[src/rtl/motor_axi_pkg.sv]
// Shared definitions for the motor controller's simplified AXI register port.
package motor_axi_pkg;

    // Register master sequencing states
    typedef enum logic [2:0] {
        ST_IDLE,
        ST_WR_REQ,
        ST_WR_RESP,
        ST_RD_REQ,
        ST_RD_RESP,
        ST_DONE
    } mst_state_t;

    // Register map of the motor controller slave
    localparam logic [1:0] ADDR_SPEED      = 2'd0;
    localparam logic [1:0] ADDR_PWM_PERIOD = 2'd1;
    localparam logic [1:0] ADDR_PWM_DUTY   = 2'd2;

    // Default number of wait cycles before a transaction is abandoned
    localparam int TIMEOUT_DEFAULT = 64;

endpackage

[src/rtl/axi_timeout_ctr.sv]
// Saturating wait-cycle counter; flags the cycle on which the wait budget runs out.
module axi_timeout_ctr
    import motor_axi_pkg::*;
#(
    parameter int TIMEOUT_CYCLES = TIMEOUT_DEFAULT
) (
    input  logic clk,
    input  logic rst,
    input  logic clear,
    input  logic enable,
    output logic expired
);

    localparam int CW = $clog2(TIMEOUT_CYCLES + 1);
    localparam logic [CW-1:0] LIMIT = CW'(TIMEOUT_CYCLES - 1);
    localparam logic [CW-1:0] SAT   = CW'(TIMEOUT_CYCLES);

    logic [CW-1:0] count;

    // Count enabled wait cycles, holding at the saturation value
    always_ff @(posedge clk or negedge rst) begin
        if (!rst) begin
            count <= '0;
        end else if (clear) begin
            count <= '0;
        end else if (enable && (count != SAT)) begin
            count <= count + 1'b1;
        end
    end

    // Expiry fires on the TIMEOUT_CYCLES-th enabled cycle so the FSM leaves on that edge
    assign expired = enable && (count >= LIMIT);

endmodule

[src/rtl/axi_reg_master.sv]
// Single-outstanding register initiator: command port in, AW/W/B-pulse or AR/R-pulse out.
module axi_reg_master
    import motor_axi_pkg::*;
#(
    parameter int DATA_WIDTH     = 32,
    parameter int ADDR_WIDTH     = 2,
    parameter int TIMEOUT_CYCLES = TIMEOUT_DEFAULT
) (
    input  logic                  clk,
    input  logic                  rst,
    input  logic                  cmd_valid,
    output logic                  cmd_ready,
    input  logic                  cmd_write,
    input  logic [ADDR_WIDTH-1:0] cmd_addr,
    input  logic [DATA_WIDTH-1:0] cmd_wdata,
    output logic                  rsp_valid,
    output logic [DATA_WIDTH-1:0] rsp_rdata,
    output logic                  rsp_err,
    output logic                  awvalid,
    input  logic                  awready,
    output logic [ADDR_WIDTH-1:0] awaddr,
    output logic [DATA_WIDTH-1:0] wdata,
    output logic                  wvalid,
    input  logic                  wready,
    input  logic                  wresp,
    output logic                  arvalid,
    input  logic                  arready,
    output logic [ADDR_WIDTH-1:0] araddr,
    input  logic [DATA_WIDTH-1:0] rData,
    input  logic                  rvalid
);

    mst_state_t            state_q, state_d;
    logic                  rdy_en_q;
    logic                  aw_done_q, w_done_q, err_q;
    logic [ADDR_WIDTH-1:0] addr_q;
    logic [DATA_WIDTH-1:0] wdata_q, rdata_q;
    logic                  accept, rd_capture, tmo_hit, aw_ok, w_ok;
    logic                  wait_st, expired;

    assign wait_st = (state_q == ST_WR_REQ) || (state_q == ST_WR_RESP) ||
                     (state_q == ST_RD_REQ) || (state_q == ST_RD_RESP);

    axi_timeout_ctr #(
        .TIMEOUT_CYCLES(TIMEOUT_CYCLES)
    ) u_tmo (
        .clk    (clk),
        .rst    (rst),
        .clear  (accept),
        .enable (wait_st),
        .expired(expired)
    );

    // State register; reset forces IDLE so every valid drops asynchronously
    always_ff @(posedge clk or negedge rst) begin
        if (!rst) begin
            state_q <= ST_IDLE;
        end else begin
            state_q <= state_d;
        end
    end

    // Next-state and output decode; a completing handshake wins over a coincident timeout
    always_comb begin
        state_d    = state_q;
        accept     = 1'b0;
        rd_capture = 1'b0;
        tmo_hit    = 1'b0;
        aw_ok      = aw_done_q || awready;
        w_ok       = w_done_q || wready;
        cmd_ready  = rdy_en_q && (state_q == ST_IDLE);
        awvalid    = (state_q == ST_WR_REQ) && !aw_done_q;
        wvalid     = (state_q == ST_WR_REQ) && !w_done_q;
        arvalid    = (state_q == ST_RD_REQ);
        rsp_valid  = (state_q == ST_DONE);
        rsp_err    = (state_q == ST_DONE) && err_q;
        case (state_q)
            ST_IDLE: begin
                if (cmd_valid && cmd_ready) begin
                    accept  = 1'b1;
                    state_d = cmd_write ? ST_WR_REQ : ST_RD_REQ;
                end
            end
            ST_WR_REQ: begin
                if (aw_ok && w_ok) begin
                    state_d = wresp ? ST_DONE : ST_WR_RESP;
                end else if (expired) begin
                    tmo_hit = 1'b1;
                    state_d = ST_DONE;
                end
            end
            ST_WR_RESP: begin
                if (wresp) begin
                    state_d = ST_DONE;
                end else if (expired) begin
                    tmo_hit = 1'b1;
                    state_d = ST_DONE;
                end
            end
            ST_RD_REQ: begin
                if (arready) begin
                    rd_capture = rvalid;
                    state_d    = rvalid ? ST_DONE : ST_RD_RESP;
                end else if (expired) begin
                    tmo_hit = 1'b1;
                    state_d = ST_DONE;
                end
            end
            ST_RD_RESP: begin
                if (rvalid) begin
                    rd_capture = 1'b1;
                    state_d    = ST_DONE;
                end else if (expired) begin
                    tmo_hit = 1'b1;
                    state_d = ST_DONE;
                end
            end
            ST_DONE: state_d = ST_IDLE;
            default: state_d = ST_IDLE;
        endcase
    end

    // Transaction context: latched command, per-channel handshake flags and response data
    always_ff @(posedge clk or negedge rst) begin
        if (!rst) begin
            rdy_en_q  <= 1'b0;
            aw_done_q <= 1'b0;
            w_done_q  <= 1'b0;
            err_q     <= 1'b0;
            addr_q    <= '0;
            wdata_q   <= '0;
            rdata_q   <= '0;
        end else begin
            rdy_en_q <= 1'b1;
            if (accept) begin
                addr_q    <= cmd_addr;
                wdata_q   <= cmd_wdata;
                aw_done_q <= 1'b0;
                w_done_q  <= 1'b0;
                err_q     <= 1'b0;
                rdata_q   <= '0;
            end
            if (state_q == ST_WR_REQ) begin
                if (awready) aw_done_q <= 1'b1;
                if (wready)  w_done_q  <= 1'b1;
            end
            if (rd_capture) rdata_q <= rData;
            if (tmo_hit) begin
                err_q   <= 1'b1;
                rdata_q <= '0;
            end
        end
    end

    assign awaddr    = addr_q;
    assign araddr    = addr_q;
    assign wdata     = wdata_q;
    assign rsp_rdata = rdata_q;

endmodule
[config.mk]
export PLATFORM = sky130hd
export DESIGN_NAME = axi_reg_master
export DESIGN_NICKNAME = d
export VERILOG_FILES = /design/src/rtl/motor_axi_pkg.sv /design/src/rtl/axi_timeout_ctr.sv /design/src/rtl/axi_reg_master.sv
export SDC_FILE = /design/constraint.sdc
export NUM_CORES = 1
export LEC_CHECK = 0
export BUFFER_PORTS_ARGS = -buffer_cell sky130_fd_sc_hd__buf_2
export CAP_MARGIN = 20
export CORE_ASPECT_RATIO = 0.5
export CORE_MARGIN = 1.5
export CORE_UTILIZATION = 35
export DETAILED_ROUTE_END_ITERATION = 12
export HOLD_SLACK_MARGIN = 0.15
export PLACE_DENSITY_LB_ADDON = 0.08
export SYNTH_ARGS = -nofsm -noshare
export SYNTH_HDL_FRONTEND = slang
export SYNTH_SLANG_ARGS = --single-unit
[constraint.sdc]
create_clock -name clk -period 1.97 [get_ports clk]
set_input_delay 0.394 -clock clk [delete_from_list [all_inputs] [get_ports clk]]
set_output_delay 0.394 -clock clk [all_outputs]
set_load 0.1 [all_outputs]
==> impl_metrics.csv <==
group,metric,value,unit
place,dp_hpwl,6134,um
critical_path,crit_fanout,11,
critical_path,crit_path_end_kind,"output pin",
clock_network,cts-root-buf,"clkbuf_16",
logic_synthesis,ys_seq_area_share,54.42,%
finish,antenna_cells,0,
clock_network,clkTransAtPathRegs,70,ps
critical_path,cp-startpoint,"state_q[1]$_DFFE_PN0P_",
global_routing,grt_pass1_vias,2759,
logic_synthesis,postSynthCellCount,327,
finish,multiInputGateArea,0.001550,mm^2
sta,whs,255.8,ps
logic_synthesis,synth-edff-count,0,
logic_synthesis,async_flop_share,100.0,%
drt,first_pass_iters,4,
global_routing,grt_max_degree,70,
logic_synthesis,synth-main-ff-cell,"dfrtp_1",
clock_network,cts_max_level,3,
global_routing,grt.overflow.total,0,
floorplan,dieWidth,148.0,um
drt,ant_nets,0,
logic_synthesis,ys_ff_latch,80,
logic_synthesis,syn-num-nets,404,
drt,dr.first_iter.drc_count,99,
critical_path,critPathKind,"reg2out",
clock_network,clk_latency,330,ps
sta,layout_min_cycle_time,1897,ps
sta,slew_violations,0,
global_routing,grt.total_usage,16.34,%
critical_path,cp.required,1580,ps
logic_synthesis,syn_avg_cell_area,11.25,um^2
place,dpl_cell_area,0.004750,mm^2
sta,worst_pin_slew,510.6,ps
floorplan,coreArea,0.01021,mm^2
drt,vias,2977,
sta,fin_skew,8.234,ps
sta,finalCritPeriodShare,96.29,%
place,io_buffers,148,
floorplan,boundaryPins,149,
place,gp_congestion,0.7518,
clock_network,cts_tree,"yes",
logic_synthesis,yosys_warnings,0,
finish,fin_cells,626,
critical_path,r2r-end,"wdata[9]$_DFFE_PN0P_",
sta,setup_violations,0,
critical_path,reg2regPathDepth,4,
logic_synthesis,yosys-top-cells-area,"dfrtp_1, mux2_4, nand3_1",
floorplan,die-area,0.01117,mm^2
finish,area.sequential,0.002006,mm^2
drt,avgViaCountPerCell,4.756,
floorplan,row_count,26,
clock_network,cts.sinks,80,
drt,routed_wl,9056,um
critical_path,crit_end,"cmd_ready",
logic_synthesis,yosysTopAreaCellShare,54.42,%
critical_path,start_kind,"flop",
finish,final_net_count,558,
critical_path,cp_data_arrival_time,1500,ps
critical_path,worstReg2RegStart,"state_q[0]$_DFFE_PN0P_",
clock_network,numCtsBuffers,9,
floorplan,die_h,75.49,um
critical_path,regToRegSetupSlack,90,ps
sta,fmax,527.2,MHz
flow_run,drv_cap,0,
finish,fill_cells,959,
clock_network,cts_buffer_depth,2,
drt,wire_per_inst,14.47,um
logic_synthesis,synth.distinct_cells,42,
global_routing,grt_pass1_wl,14010,um
finish,drive_gt1_share,47.12,%
global_routing,antenna_found_initial,0,
logic_synthesis,netlist_area,0.003679,mm^2
drt,drc_errors,0,
place,dpl.cell_count,606,
sta,finalHoldViolations,0,
finish,fin_area,0.005097,mm^2
floorplan,initial_core_util,36.01,%
run_status,status,"completed",
logic_synthesis,synth_top_cell_by_area,"dfrtp_1",
hold_path,hold_path.class,"in2reg",
sta,relSlewSlack,66.19,%
finish,area_delta_synth_final,38.57,%
==> registers in the layout, summed over array words and instances, names as in the netlist <==
register	count
wdata	32
w_done_q	1
araddr	2
u_tmo.count	7
aw_done_q	1
err_q	1
rdy_en_q	1
rsp_rdata	32
state_q	3
==> Yosys cell counts (all sizes together) (2+ instances only) <==
master and n:
nor2b 2, nor3b 3, nor3 6, nor4 3, ha 2, nand2 39
buf 19, a211oi 3, nand3 37, inv 5, o22ai 3, and3 2
dfrtp 80, o21a 3, a21o 2, or3 2, a21oi 9, o21bai 2
xnor2 4, mux2 34, nor2 10, clkbuf 6, o21ai 38
==> worst max-delay path: stages (launching register included) <==
cell     delay (ps)
dfrtp_2         440
buf_4           200
nor4b_4         310
buf_12          210
==> layer usage <==
| metal | share of wire, % | global-route usage (%) | vias up |
|---|---|---|---|
| met3 | 5.3 | 4.790 | 10 |
| met5 | 0 | 0 | - |
| li1 | - | - | 1451 |
| met1 | 47 | 21.92 | 1436 |
| met2 | 47 | 25.96 | 80 |
| met4 | 0.84 | 5.281 | 0 |
==> final cells by class <==
type                       instances  share of cell area, %
sequential                        80                  39.35
clock buffer                      10                  4.688
clock inverter                     6                  1.006
timing repair buffer             168                  20.74
multi-input combinational        217                  30.41
inverter                           5                 0.3682
tap                              140                  3.436
==> kinds of logic after synthesis <==
| logic type | after synthesis | synth area share (%) |
|---|---|---|
| AOI/OAI and AO/OA | 65 | 10.37 |
| xor gates and xnor gates | 5 | 1.190 |
| adders and majority gates | 2 | 0.6802 |
| buffers and inverters | 30 | 4.966 |
| DFF | 80 | 54.42 |
| muxes | 34 | 13.88 |
| other | 1 | 0.1019 |
| and+or+nand+nor | 110 | 14.39 |
==> layout by cell type (no fill, tap or decap), drive strengths merged, types with 2 or more instances in the layout <==
cell	instances
o22ai	3
inv	8
clkbuf	10
o21a	3
mux2	34
nand3	37
nor3	6
nor2b	2
nor4	3
a21oi	9
nand2	39
or3	2
a211oi	3
o21ai	38
ha	2
nor3b	3
clkinvlp	3
o21bai	2
dfrtp	80
a21o	2
and3	2
buf	166
nor2	10
xnor2	4
==> what timing repair did <==
action	4_1_cts	5_1_grt
hold buffers	1	0
buffers inserted	0	3
pin swaps	1	1
hold endpoints to repair	29	0
setup endpoints to repair	4	5
gates resized for setup	6	1
==> metrics by stage <==
| step | utilization [%] | setup TNS (ps) | worst slack [ps] |
|---|---|---|---|
| after global routing | 49.90 | -0.3382 | -0.3382 |
| after floorplan | - | -241.4 | -241.4 |
| final | 49.90 | 0 | 73.02 |
| after detailed placement | 46.50 | 0 | 197.6 |
| after global placement | 46.50 | 0 | 197.9 |
| after CTS | 49.60 | -1.788 | -1.788 |
==> how the worst min path moves through the flow <==
| stage | from | to | depth (start not counted) | slack, ps |
|---|---|---|---|---|
| after floorplan | rst | araddr[0]$_DFFE_PN0P_ | 0 | 100 |
| after global placement | rst | w_done_q$_DFF_PN0_ | 1 | 380 |
| after detailed placement | rst | aw_done_q$_DFF_PN0_ | 1 | 380 |
| after CTS | rData[2] | rsp_rdata[2]$_DFFE_PN0P_ | 3 | 250 |
| after global routing | rData[25] | rsp_rdata[25]$_DFFE_PN0P_ | 3 | 260 |
| final | rData[19] | rsp_rdata[19]$_DFFE_PN0P_ | 3 | 260 |
Power is not shown: default switching activity piles up to over one toggle a cycle in this logic, so the estimate is an artifact.
